--- src/rtl/div_pkg.sv ---
`default_nettype none
// ============================================================================
// Module      : div_pkg
// Description : Shared types and constants for the EX-stage divide sequencer.
//               State encoding, default sizing, the divide-by-zero quotient
//               pattern and helpers that split the divider's {rem, quot}
//               result bus.
// Ports       : none (package)
// Revision    : 1.0 - initial release
// ============================================================================
package div_pkg;

    localparam int DEF_WIDTH     = 32;
    localparam int DEF_DIV_ITERS = 33;

    // Quotient reported for an unsigned divide by zero.
    localparam logic [DEF_WIDTH-1:0] DZ_QUOT = '1;

    typedef enum logic [1:0] {
        IDLE  = 2'd0,
        RUN   = 2'd1,
        LATCH = 2'd2,
        WB    = 2'd3
    } div_state_t;

    // Remainder lives in the upper half of the divider output.
    function automatic logic [DEF_WIDTH-1:0] res_rem(input logic [2*DEF_WIDTH-1:0] res);
        return res[2*DEF_WIDTH-1:DEF_WIDTH];
    endfunction

    // Quotient lives in the lower half of the divider output.
    function automatic logic [DEF_WIDTH-1:0] res_quot(input logic [2*DEF_WIDTH-1:0] res);
        return res[DEF_WIDTH-1:0];
    endfunction

endpackage
`default_nettype wire

--- src/rtl/div_seq_ctrl_if.sv ---
`default_nettype none
// ============================================================================
// Module      : div_seq_ctrl_if
// Description : Bus between the divide sequencer (master) and the restoring
//               divider datapath (slave).
// Signals     : div_dividend / div_divisor - registered operands to divider
//               div_signal                 - 1 = iterate, 0 = latch output
//               div_clear                  - synchronous clear of divider
//               div_result                 - {rem, quot} from divider
// Revision    : 1.0 - initial release
// ============================================================================
interface div_seq_ctrl_if
    import div_pkg::*;
#(
    parameter int WIDTH = DEF_WIDTH
);

    logic [WIDTH-1:0]   div_dividend;
    logic [WIDTH-1:0]   div_divisor;
    logic               div_signal;
    logic               div_clear;
    logic [2*WIDTH-1:0] div_result;

    modport master (
        output div_dividend,
        output div_divisor,
        output div_signal,
        output div_clear,
        input  div_result
    );

    modport slave (
        input  div_dividend,
        input  div_divisor,
        input  div_signal,
        input  div_clear,
        output div_result
    );

endinterface
`default_nettype wire

--- src/rtl/div_seq_ctrl_hilo_regs.sv ---
`default_nettype none
// ============================================================================
// Module      : hilo_regs
// Description : Architectural HI/LO registers with a prioritised write mux.
//               Priority: divide-by-zero bypass > divide writeback > MTHI/MTLO.
// Ports       : clk, reset (async, active-low)
//               dz_we / dz_hi           - divide-by-zero write (HI=dividend)
//               wb_we / wb_hi / wb_lo   - divide result writeback
//               mthi_we / mtlo_we/wdata - move-to writes
//               hi / lo                 - register outputs
// Revision    : 1.0 - initial release
// ============================================================================
module hilo_regs
    import div_pkg::*;
#(
    parameter int WIDTH = DEF_WIDTH
) (
    input  wire logic             clk,
    input  wire logic             reset,
    input  wire logic             dz_we,
    input  wire logic [WIDTH-1:0] dz_hi,
    input  wire logic             wb_we,
    input  wire logic [WIDTH-1:0] wb_hi,
    input  wire logic [WIDTH-1:0] wb_lo,
    input  wire logic             mthi_we,
    input  wire logic             mtlo_we,
    input  wire logic [WIDTH-1:0] wdata,
    output logic      [WIDTH-1:0] hi,
    output logic      [WIDTH-1:0] lo
);

    localparam logic [WIDTH-1:0] C_DZ_QUOT = '1;

    logic [WIDTH-1:0] r_hi;
    logic [WIDTH-1:0] r_lo;

    always_ff @(posedge clk or negedge reset) begin
        if (!reset) begin
            r_hi <= '0;
            r_lo <= '0;
        end else if (dz_we) begin
            // Divide-by-zero writes both halves and overrides any MTHI/MTLO.
            r_hi <= dz_hi;
            r_lo <= C_DZ_QUOT;
        end else if (wb_we) begin
            r_hi <= wb_hi;
            r_lo <= wb_lo;
        end else begin
            if (mthi_we) begin
                r_hi <= wdata;
            end
            if (mtlo_we) begin
                r_lo <= wdata;
            end
        end
    end

    assign hi = r_hi;
    assign lo = r_lo;

endmodule
`default_nettype wire

--- src/rtl/div_seq_ctrl.sv ---
`default_nettype none
// ============================================================================
// Module      : div_seq_ctrl
// Description : Sequencer for the multi-cycle unsigned restoring divider in
//               EX. Latches DIVU operands, holds the divider cleared while
//               idle, runs it for DIV_ITERS cycles, latches and writes the
//               {rem, quot} result into HI/LO, services MTHI/MTLO and stalls
//               the pipeline on HI/LO hazards while a divide is in flight.
// Ports       : clk, reset (async, active-low)
//               start, dividend, divisor - DIVU issue from EX
//               flush                    - squash in-flight divide
//               mfhi/mflo/mthi/mtlo,wdata- HI/LO instructions in EX
//               hi, lo                   - architectural registers
//               busy, stall, dz          - status
//               dbus (master)            - divider datapath bus
// Revision    : 1.0 - initial release
// ============================================================================
module div_seq_ctrl
    import div_pkg::*;
#(
    parameter int WIDTH     = DEF_WIDTH,
    parameter int DIV_ITERS = DEF_DIV_ITERS
) (
    input  wire logic             clk,
    input  wire logic             reset,
    input  wire logic             start,
    input  wire logic [WIDTH-1:0] dividend,
    input  wire logic [WIDTH-1:0] divisor,
    input  wire logic             flush,
    input  wire logic             mfhi,
    input  wire logic             mflo,
    input  wire logic             mthi,
    input  wire logic             mtlo,
    input  wire logic [WIDTH-1:0] wdata,
    output logic      [WIDTH-1:0] hi,
    output logic      [WIDTH-1:0] lo,
    output logic                  busy,
    output logic                  stall,
    output logic                  dz,
    div_seq_ctrl_if.master        dbus
);

    localparam int               CNT_W  = $clog2(DIV_ITERS + 1);
    localparam logic [CNT_W-1:0] C_LAST = CNT_W'(DIV_ITERS - 1);

    div_state_t       r_state;
    logic [CNT_W-1:0] r_cnt;
    logic             r_busy;
    logic             r_dz;
    logic             r_signal;
    logic             r_clear;
    logic [WIDTH-1:0] r_dividend;
    logic [WIDTH-1:0] r_divisor;

    logic w_idle;
    logic w_accept;
    logic w_div0;
    logic w_go;
    logic w_wb;

    assign w_idle   = (r_state == IDLE);
    // A start under flush is squashed along with the rest of EX.
    assign w_accept = start & w_idle & ~flush;
    assign w_div0   = w_accept & (divisor == '0);
    assign w_go     = w_accept & ~w_div0;
    assign w_wb     = (r_state == WB) & ~flush;

    always_ff @(posedge clk or negedge reset) begin
        if (!reset) begin
            r_state    <= IDLE;
            r_cnt      <= '0;
            r_busy     <= 1'b0;
            r_dz       <= 1'b0;
            r_signal   <= 1'b0;
            r_clear    <= 1'b1;
            r_dividend <= '0;
            r_divisor  <= '0;
        end else begin
            case (r_state)
                IDLE: begin
                    if (w_go) begin
                        r_dividend <= dividend;
                        r_divisor  <= divisor;
                        r_cnt      <= '0;
                        r_dz       <= 1'b0;
                        r_state    <= RUN;
                        r_busy     <= 1'b1;
                        r_signal   <= 1'b1;
                        r_clear    <= 1'b0;
                    end else if (w_div0) begin
                        r_dz <= 1'b1;
                    end
                end
                RUN: begin
                    if (flush) begin
                        r_state  <= IDLE;
                        r_busy   <= 1'b0;
                        r_signal <= 1'b0;
                        r_clear  <= 1'b1;
                    end else begin
                        r_cnt <= r_cnt + 1'b1;
                        if (r_cnt == C_LAST) begin
                            // Dropping div_signal makes the divider latch
                            // its output on the following edge.
                            r_state  <= LATCH;
                            r_signal <= 1'b0;
                        end
                    end
                end
                LATCH: begin
                    if (flush) begin
                        r_state <= IDLE;
                        r_busy  <= 1'b0;
                        r_clear <= 1'b1;
                    end else begin
                        r_state <= WB;
                    end
                end
                WB: begin
                    // HI/LO write (unless flushed) happens in hilo_regs.
                    r_state <= IDLE;
                    r_busy  <= 1'b0;
                    r_clear <= 1'b1;
                end
                default: begin
                    r_state  <= IDLE;
                    r_busy   <= 1'b0;
                    r_signal <= 1'b0;
                    r_clear  <= 1'b1;
                end
            endcase
        end
    end

    // Move-to writes are only taken while idle; during a divide they are
    // stalled and re-presented by the held pipeline.
    hilo_regs #(
        .WIDTH (WIDTH)
    ) u_hilo_regs (
        .clk     (clk),
        .reset   (reset),
        .dz_we   (w_div0),
        .dz_hi   (dividend),
        .wb_we   (w_wb),
        .wb_hi   (dbus.div_result[2*WIDTH-1:WIDTH]),
        .wb_lo   (dbus.div_result[WIDTH-1:0]),
        .mthi_we (mthi & w_idle),
        .mtlo_we (mtlo & w_idle),
        .wdata   (wdata),
        .hi      (hi),
        .lo      (lo)
    );

    assign busy  = r_busy;
    assign dz    = r_dz;
    assign stall = r_busy & (start | mfhi | mflo | mthi | mtlo);

    assign dbus.div_dividend = r_dividend;
    assign dbus.div_divisor  = r_divisor;
    assign dbus.div_signal   = r_signal;
    assign dbus.div_clear    = r_clear;

endmodule
`default_nettype wire

--- src/flat_wrapper.sv ---
// flat-port wrapper written by rule: the top's interface ports become plain ports
module div_seq_ctrl_flat import div_pkg::*;
#(
    parameter int WIDTH     = DEF_WIDTH,
    parameter int DIV_ITERS = DEF_DIV_ITERS
)
  (clk, reset, start, dividend, divisor, flush, mfhi, mflo, mthi, mtlo, wdata, hi, lo, busy, stall, dz, dbus_div_dividend, dbus_div_divisor, dbus_div_signal, dbus_div_clear, dbus_div_result);
  div_seq_ctrl_if #(.WIDTH(WIDTH)) dbus_i ();
  input  wire logic clk;
  input  wire logic reset;
  input  wire logic start;
  input  wire logic [WIDTH-1:0] dividend;
  input  wire logic [WIDTH-1:0] divisor;
  input  wire logic flush;
  input  wire logic mfhi;
  input  wire logic mflo;
  input  wire logic mthi;
  input  wire logic mtlo;
  input  wire logic [WIDTH-1:0] wdata;
  output logic      [WIDTH-1:0] hi;
  output logic      [WIDTH-1:0] lo;
  output logic busy;
  output logic stall;
  output logic dz;
  output wire logic [$bits(dbus_i.div_dividend)-1:0] dbus_div_dividend;
  output wire logic [$bits(dbus_i.div_divisor)-1:0] dbus_div_divisor;
  output wire logic [$bits(dbus_i.div_signal)-1:0] dbus_div_signal;
  output wire logic [$bits(dbus_i.div_clear)-1:0] dbus_div_clear;
  input wire logic [$bits(dbus_i.div_result)-1:0] dbus_div_result;
  assign dbus_div_dividend = dbus_i.div_dividend;
  assign dbus_div_divisor = dbus_i.div_divisor;
  assign dbus_div_signal = dbus_i.div_signal;
  assign dbus_div_clear = dbus_i.div_clear;
  assign dbus_i.div_result = dbus_div_result;
  div_seq_ctrl #(.WIDTH(WIDTH), .DIV_ITERS(DIV_ITERS)) u_core (.clk(clk), .reset(reset), .start(start), .dividend(dividend), .divisor(divisor), .flush(flush), .mfhi(mfhi), .mflo(mflo), .mthi(mthi), .mtlo(mtlo), .wdata(wdata), .hi(hi), .lo(lo), .busy(busy), .stall(stall), .dz(dz), .dbus(dbus_i));
endmodule
--- config.mk ---
export PLATFORM = sky130hd
export DESIGN_NAME = div_seq_ctrl_flat
export DESIGN_NICKNAME = d
export VERILOG_FILES = /design/src/rtl/div_pkg.sv /design/src/rtl/div_seq_ctrl_if.sv /design/src/rtl/div_seq_ctrl_hilo_regs.sv /design/src/rtl/div_seq_ctrl.sv /design/src/flat_wrapper.sv
export SDC_FILE = /design/constraint.sdc
export NUM_CORES = 1
export LEC_CHECK = 0
export ABC_AREA = 0
export ABC_CLOCK_PERIOD_IN_PS = 4480
export BUFFER_PORTS_ARGS = -buffer_cell sky130_fd_sc_hd__clkbuf_2
export CAP_MARGIN = 20
export CORE_UTILIZATION = 30
export DETAILED_ROUTE_END_ITERATION = 6
export PLACE_DENSITY = 0.61
export SYNTH_ARGS = -nofsm -noshare
export SYNTH_HDL_FRONTEND = slang
export SYNTH_HIERARCHICAL = 1
export SYNTH_SLANG_ARGS = --single-unit
--- constraint.sdc ---
create_clock -name clk -period 4.48 [get_ports clk]
set_input_delay 0.224 -clock clk [delete_from_list [all_inputs] [get_ports clk]]
set_output_delay 0.224 -clock clk [all_outputs]
set_load 0.005 [all_outputs]
## After elaboration in Yosys (flattened, before gate mapping)

Index checks and enable logic that the tools add are counted.

- Flip-flop bits (word level): 140
- Bits in latches: 0
- Memory bits (writable): 0
- ROM bits: 0
- Input port bits: 168
- Output and inout bits: 133
- Memories: 0

- Add/sub/neg operators: 1
- Multiply operators: 0
- Div/mod/pow operators: 0
- $lt $le $gt $ge: 0
- Equal/unequal tests: 8
- Shifts and indexed selects: 0
- Mux-type cells: 25
- Bitwise logic cells: 14
- Reduce and logical (&&, ||, !) cells: 13

Operator list:

| cell | count |
|---|---|
| $mux 32 | 6 |
| $logic_not 32->1 | 1 |
| $mux 6 | 2 |
| $pmux 6 s2 | 1 |
| $and 1x1->1 | 8 |
| $mux 1 | 8 |
| $mux 2 | 4 |
| $pmux 2 s4 | 1 |
| $reduce_and 2->1 | 4 |
| $add 6x1->6 const B | 1 |
| $eq 6x6->1 const B | 1 |
| $pmux 1 s3 | 2 |
| $reduce_and 3->1 | 2 |
| $reduce_bool 3->1 | 2 |
| $eq 2x2->1 const B | 2 |
| $ne 2x2->1 const B | 2 |
| $or 1x1->1 | 4 |
| $reduce_bool 2->1 | 2 |
| $ne 3x2->1 const B | 1 |
| $eq 2x1->1 const B | 1 |
| $logic_not 2->1 | 1 |
| $ne 2x1->1 const B | 1 |
| $not 1->1 | 2 |
| $pmux 1 s2 | 1 |
| $reduce_or 2->1 | 1 |

## Logic depth before layout (Yosys ltp)

- Depth after elaboration: 8
- Gate-level depth with buffers: 9
- Mapped depth without buffers: 7

## By module

The synthesis kept the hierarchy.

Modules (own cells, without submodules):

| module | times used | cells each | area each (µm²) | seq. area each (µm²) |
|---|---|---|---|---|
| hilo_regs | 1 | 320 | 3704.8 | 1601.5 |
| div_seq_ctrl | 1 | 231 | 3385.7 | 1903.1 |

## Worst setup path after synthesis

No wires, ideal clock.

- Path kind: flip-flop to flip-flop
- Start point: register u_core.r_state[0]
- End point: register u_core.u_hilo_regs.r_hi[17], in the netlist u_core/u_hilo_regs/hi[17]
- Setup time: 0.083 ns
- Arrival time: 1.980 ns
- Path slack: 2.417 ns
- Stages on the path, launching flop included: 9
- Clock period less this slack: 2.063 ns
- Cells stage by stage: dfrtp_1 inv_1 ha_1 nand3_1 nor3_1 buf_4 buf_2 a22oi_1 o21ai_0

- Word-level cells in the longest chain between the ends: 5
- Elaborated cells on any way between the ends: 10

Ends and longest elaborated chain:

| item | line | source |
|---|---|---|
| from (decl) | div_seq_ctrl.sv:46 | `div_state_t r_state;` |
| from (signal assigned) | div_seq_ctrl.sv:70 | `r_state <= IDLE;` |
| from (signal assigned) | div_seq_ctrl.sv:86 | `r_state <= RUN;` |
| from (signal assigned) | div_seq_ctrl.sv:96 | `r_state <= IDLE;` |
| $logic_not 2->1 (*) | div_seq_ctrl.sv:61 | `assign w_idle = (r_state == IDLE);` |
| $and 1x1->1 (*) (2 in series) | div_seq_ctrl.sv:63 | `assign w_accept = start & w_idle & ~flush;` |
| $and 1x1->1 (*) | div_seq_ctrl.sv:64 | `assign w_div0 = w_accept & (divisor == '0);` |
| net u_core.w_div0 | div_seq_ctrl.sv:57 | `logic w_div0;` |
| $reduce_bool 3->1 (no source line) or $mux 32 (tied branches) | n/a |  |
| to (signal assigned) | div_seq_ctrl_hilo_regs.sv:43 | `r_hi <= dz_hi;` |
| to (signal assigned) | div_seq_ctrl_hilo_regs.sv:46 | `r_hi <= wb_hi;` |
| to (signal assigned) | div_seq_ctrl_hilo_regs.sv:50 | `r_hi <= wdata;` |
| to (decl) | div_seq_ctrl_hilo_regs.sv:34 | `logic [WIDTH-1:0] r_hi;` |

The timed path passes the listed nets; every way through them passes the cells marked *.
A chain may end at the register's enable or synchronous reset.

## Worst setup path in the final report

- Start point: register u_core.r_state[1]
- End point: register u_core.r_dividend[0], in the netlist u_core/dbus.div_dividend[0]

- Word-level cells in the longest chain between the ends: 7

Ends and longest elaborated chain:

| item | line | source |
|---|---|---|
| $logic_not 2->1 (*) | div_seq_ctrl.sv:61, div_seq_ctrl.sv:79 |  |
| $and 1x1->1 (2 in series) | div_seq_ctrl.sv:63 |  |
| $and 1x1->1 | div_seq_ctrl.sv:64 |  |
| $not 1->1 | div_seq_ctrl.sv:65 | `assign w_go = w_accept & ~w_div0;` |
| $and 1x1->1 | div_seq_ctrl.sv:65 |  |
| $reduce_and 2->1 (no source line) (*) | n/a |  |
| to (signal assigned) | div_seq_ctrl.sv:82 | `r_dividend <= dividend;` |
| to (decl) | div_seq_ctrl.sv:52 | `logic [WIDTH-1:0] r_dividend;` |

Every way passes the cells marked *; elsewhere a longest branch is shown, timed or not.

==> results.txt <==
status - complete, no violations
leakage dissipation - 0.00467 uW
met1 WL - 8.69 mm
initial antenna violation count - 0
share of the synthesized area in the top cell type - 0.491
GRT Total Usage - 0.167
gr ovfl total - 0
Die Y - 156 um
Synth area leader - dfrtp_1
Crit Path Max Fanout - 21
worst path cell trace - inv_1, ha_1, nand3_1, o21ba_2, buf_4, mux2_2
Synth area leaders - dfrtp_1, mux2_4, mux2_2
delay of the slowest critical-path stage - 0.86 ns
share of cells above drive strength 1 - 0.523
# nets final - 1,014
CTS max path bufs - 2
Hold Path Class - primary input to flop
vias in the first global route - 5,469
TritonCTS clock tree - done
final WL - 19.9 mm
met2 routed WL - 9.82 mm
Residual DRC - 0
final worst path period share - 0.646
met3 wire length - 836 um
Worst slew margin - 0.320
die area - 24,300 sq um
power density cells - 664 nW/um^2
vias per std cell - 4.58
clock buffer count from CTS - 17
Max VDD drop - 0.232 mV
CTS HTree Levels - 4
CP startpoint kind - flop
DR pass1 iterations - 4
Critical Path RT - 4.78 ns
Area Growth Syn to Fin - 32.7%
drt wl/cell - 17.0 um
Inserted Diodes - 0
Worst-Margin Slew - 1.02 ns
most common cell in the netlist - dfrtp_1
core area - 22,900 sq um
min Tclk post-route - 2.89 ns
async set or reset register ratio after synthesis - 1.00
Clock transition at path regs - 0.07 ns
Critical Path AT - 3.19 ns
synthesis-stage register bit count - 140
Max Cap Viol - 0
most frequent cells after synthesis - dfrtp_1, mux2_4, a21oi_1, mux2i_1, mux2_2
largest net degree at the start of global routing - 106
crit path kind - flop to flop
Post-synth top flop - dfrtp_1
IO Pins - 301
root buffer cell - clkbuf_16
site row count - 55
Worst-Skew Late Latency - 0.42 ns
Post-synth EDFFs - 0
final core occ - 0.410
Post-Syn Instances - 551
Syn Std Cell Area - 7090 sq um
Crit-path slowest cell - o21ba_2
clock sink total - 140
Via Count - 5,331
Crit. End Element - flop
Worst Skew - 0.0126 ns
yosys warns - 6
Max Clk Rate - 346 MHz
Die W - 156 um
sequential area share after synthesis - 0.494
Post-DP HPWL - 14.6 mm
RSZ-0062 raised after global routing - no
global-route wire length before repair - 30.8 mm
final-report setup violation count - 0
Final Hold Viols - 0
PortBufs - 300
max layer used - met4
Detail Route Antenna Nets - 0
setup TNS - 0 ns
fillers - 2,290
Multi-input gate area - 3230 sq um
global placer's final weighted congestion - 0.817
Yosys cell types - 47
buffer count from post-CTS setup fixing - 0
drt initial violations - 212
Final Max Tran Viols - 0
area occupied by registers - 3500 sq um
initial core utilization - 0.309
Avg Cell Area, Syn - 12.9 sq um
worst reg2reg setup slack - 1.59 ns
Syn Nets - 726
-- power by group --
group          internal, uW  switching (uW)  leakage [uW]
clock network          1000             569      0.000321
registers              1900             375       0.00168
logic                  1360            1040       0.00267
total                  4260            1980       0.00467
-- logic make-up (layout without fill, tap and decap cells) --
group / Yosys count / in the layout / synth area share
AOI/OAI and AO/OA: 117 / 117 / 0.103
adders and majority gates: 7 / 7 / 0.0124
buffers and inverters: 50 / 351 / 0.0521
DFF: 140 / 140 / 0.494
muxes: 132 / 132 / 0.235
and+or+nand+nor: 105 / 105 / 0.104
-- final cells by class --
| class | count | share of cell area |
|---|---|---|
| flip-flops and latches | 140 | 0.373 |
| multi-input cells | 361 | 0.343 |
| repair buffers | 311 | 0.169 |
| clock buffers | 21 | 0.0511 |
| well taps | 313 | 0.0416 |
| clock inverters | 11 | 0.0188 |
| inverters | 8 | 0.00319 |
-- through the flow --
stage,cells,instance area (sq um),worst slack [ns],power [uW],hold slack (ns)
after CTS,1165,9410,1.55,6340,0.00730
after detailed placement,1132,8740,1.54,4740,0.434
after global routing,1165,9410,1.39,6680,0.0125
after global placement,1132,8740,1.60,4680,0.429
final,1165,9410,1.59,6250,0.0285
after floorplan,551,7090,2.42,3730,-0.0716
-- path summary, 6_finish.rpt --
check / startpoint / end / depth (start not counted)
max: u_core/r_state[1]$_DFFE_PN0P_ / u_core/dbus.div_dividend[0]$_DFFE_PN0P_ / 6
min: dbus_div_result[17] / u_core/u_hilo_regs/lo[17]$_DFFE_PN0P_ / 3
max reg2reg: u_core/r_state[1]$_DFFE_PN0P_ / u_core/dbus.div_dividend[0]$_DFFE_PN0P_ / 6
min reg2reg: u_core/dbus.div_clear$_DFFE_PN1P_ / u_core/dbus.div_clear$_DFFE_PN1P_ / 2
max in group asynchronous: reset / u_core/u_hilo_regs/hi[21]$_DFFE_PN0P_ / 3
min in group asynchronous: reset / u_core/dbus.div_divisor[13]$_DFFE_PN0P_ / 2
-- cell usage in the layout, fill, tap and decap left out, drive strengths merged, types with 2 or more instances in the layout --
master  instances
o21ai          33
and2            2
nor4            8
mux2i          35
nand4           5
ha              7
inv            12
and3b          32
nor3b           3
clkinv          2
mux2           97
a221o           4
nor3            4
nor2b           2
bufinv          4
a31oi           2
a22oi          34
nand2           3
and3            5
nand3           4
a21oi          36
nand2b         33
nor2            2
clkbuf        320
dfrtp         139
buf            11
-- flip-flops by register name, indices dropped and copies added, names as in the netlist --
signal                    cells
u_core/r_state                2
u_core/dbus.div_divisor      32
u_core/busy                   1
u_core/r_cnt                  6
u_core/u_hilo_regs/lo        32
u_core/dbus.div_dividend     32
u_core/dz                     1
u_core/dbus.div_signal        1
u_core/u_hilo_regs/hi        32
u_core/dbus.div_clear         1
-- critical path: cells and delay by family (launching register included) --
kind,cells,cell delay [ns]
buffers and inverters,2,0.53
multiplexers,1,0.37
flip-flops,1,0.40
AO/OA/AOI/OAI,1,0.86
adder cells (fa/ha/maj),1,0.41
AND/OR/NAND/NOR,1,0.21
-- layer usage --
layer  up-vias  track usage
met2       148        0.274
met5         -            0
met4         0       0.0654
met3        31       0.0425
met1      2554        0.211
li1       2598            -
-- repair_timing --
| action | 4_1_cts | 5_1_grt |
|---|---|---|
| hold buffers | 1 | 0 |
| endpoints found under the hold margin | 17 | 0 |
| resized for setup | 0 | 0 |
| setup endpoints to repair | 0 | 0 |
(Power assumes the default switching activity.)
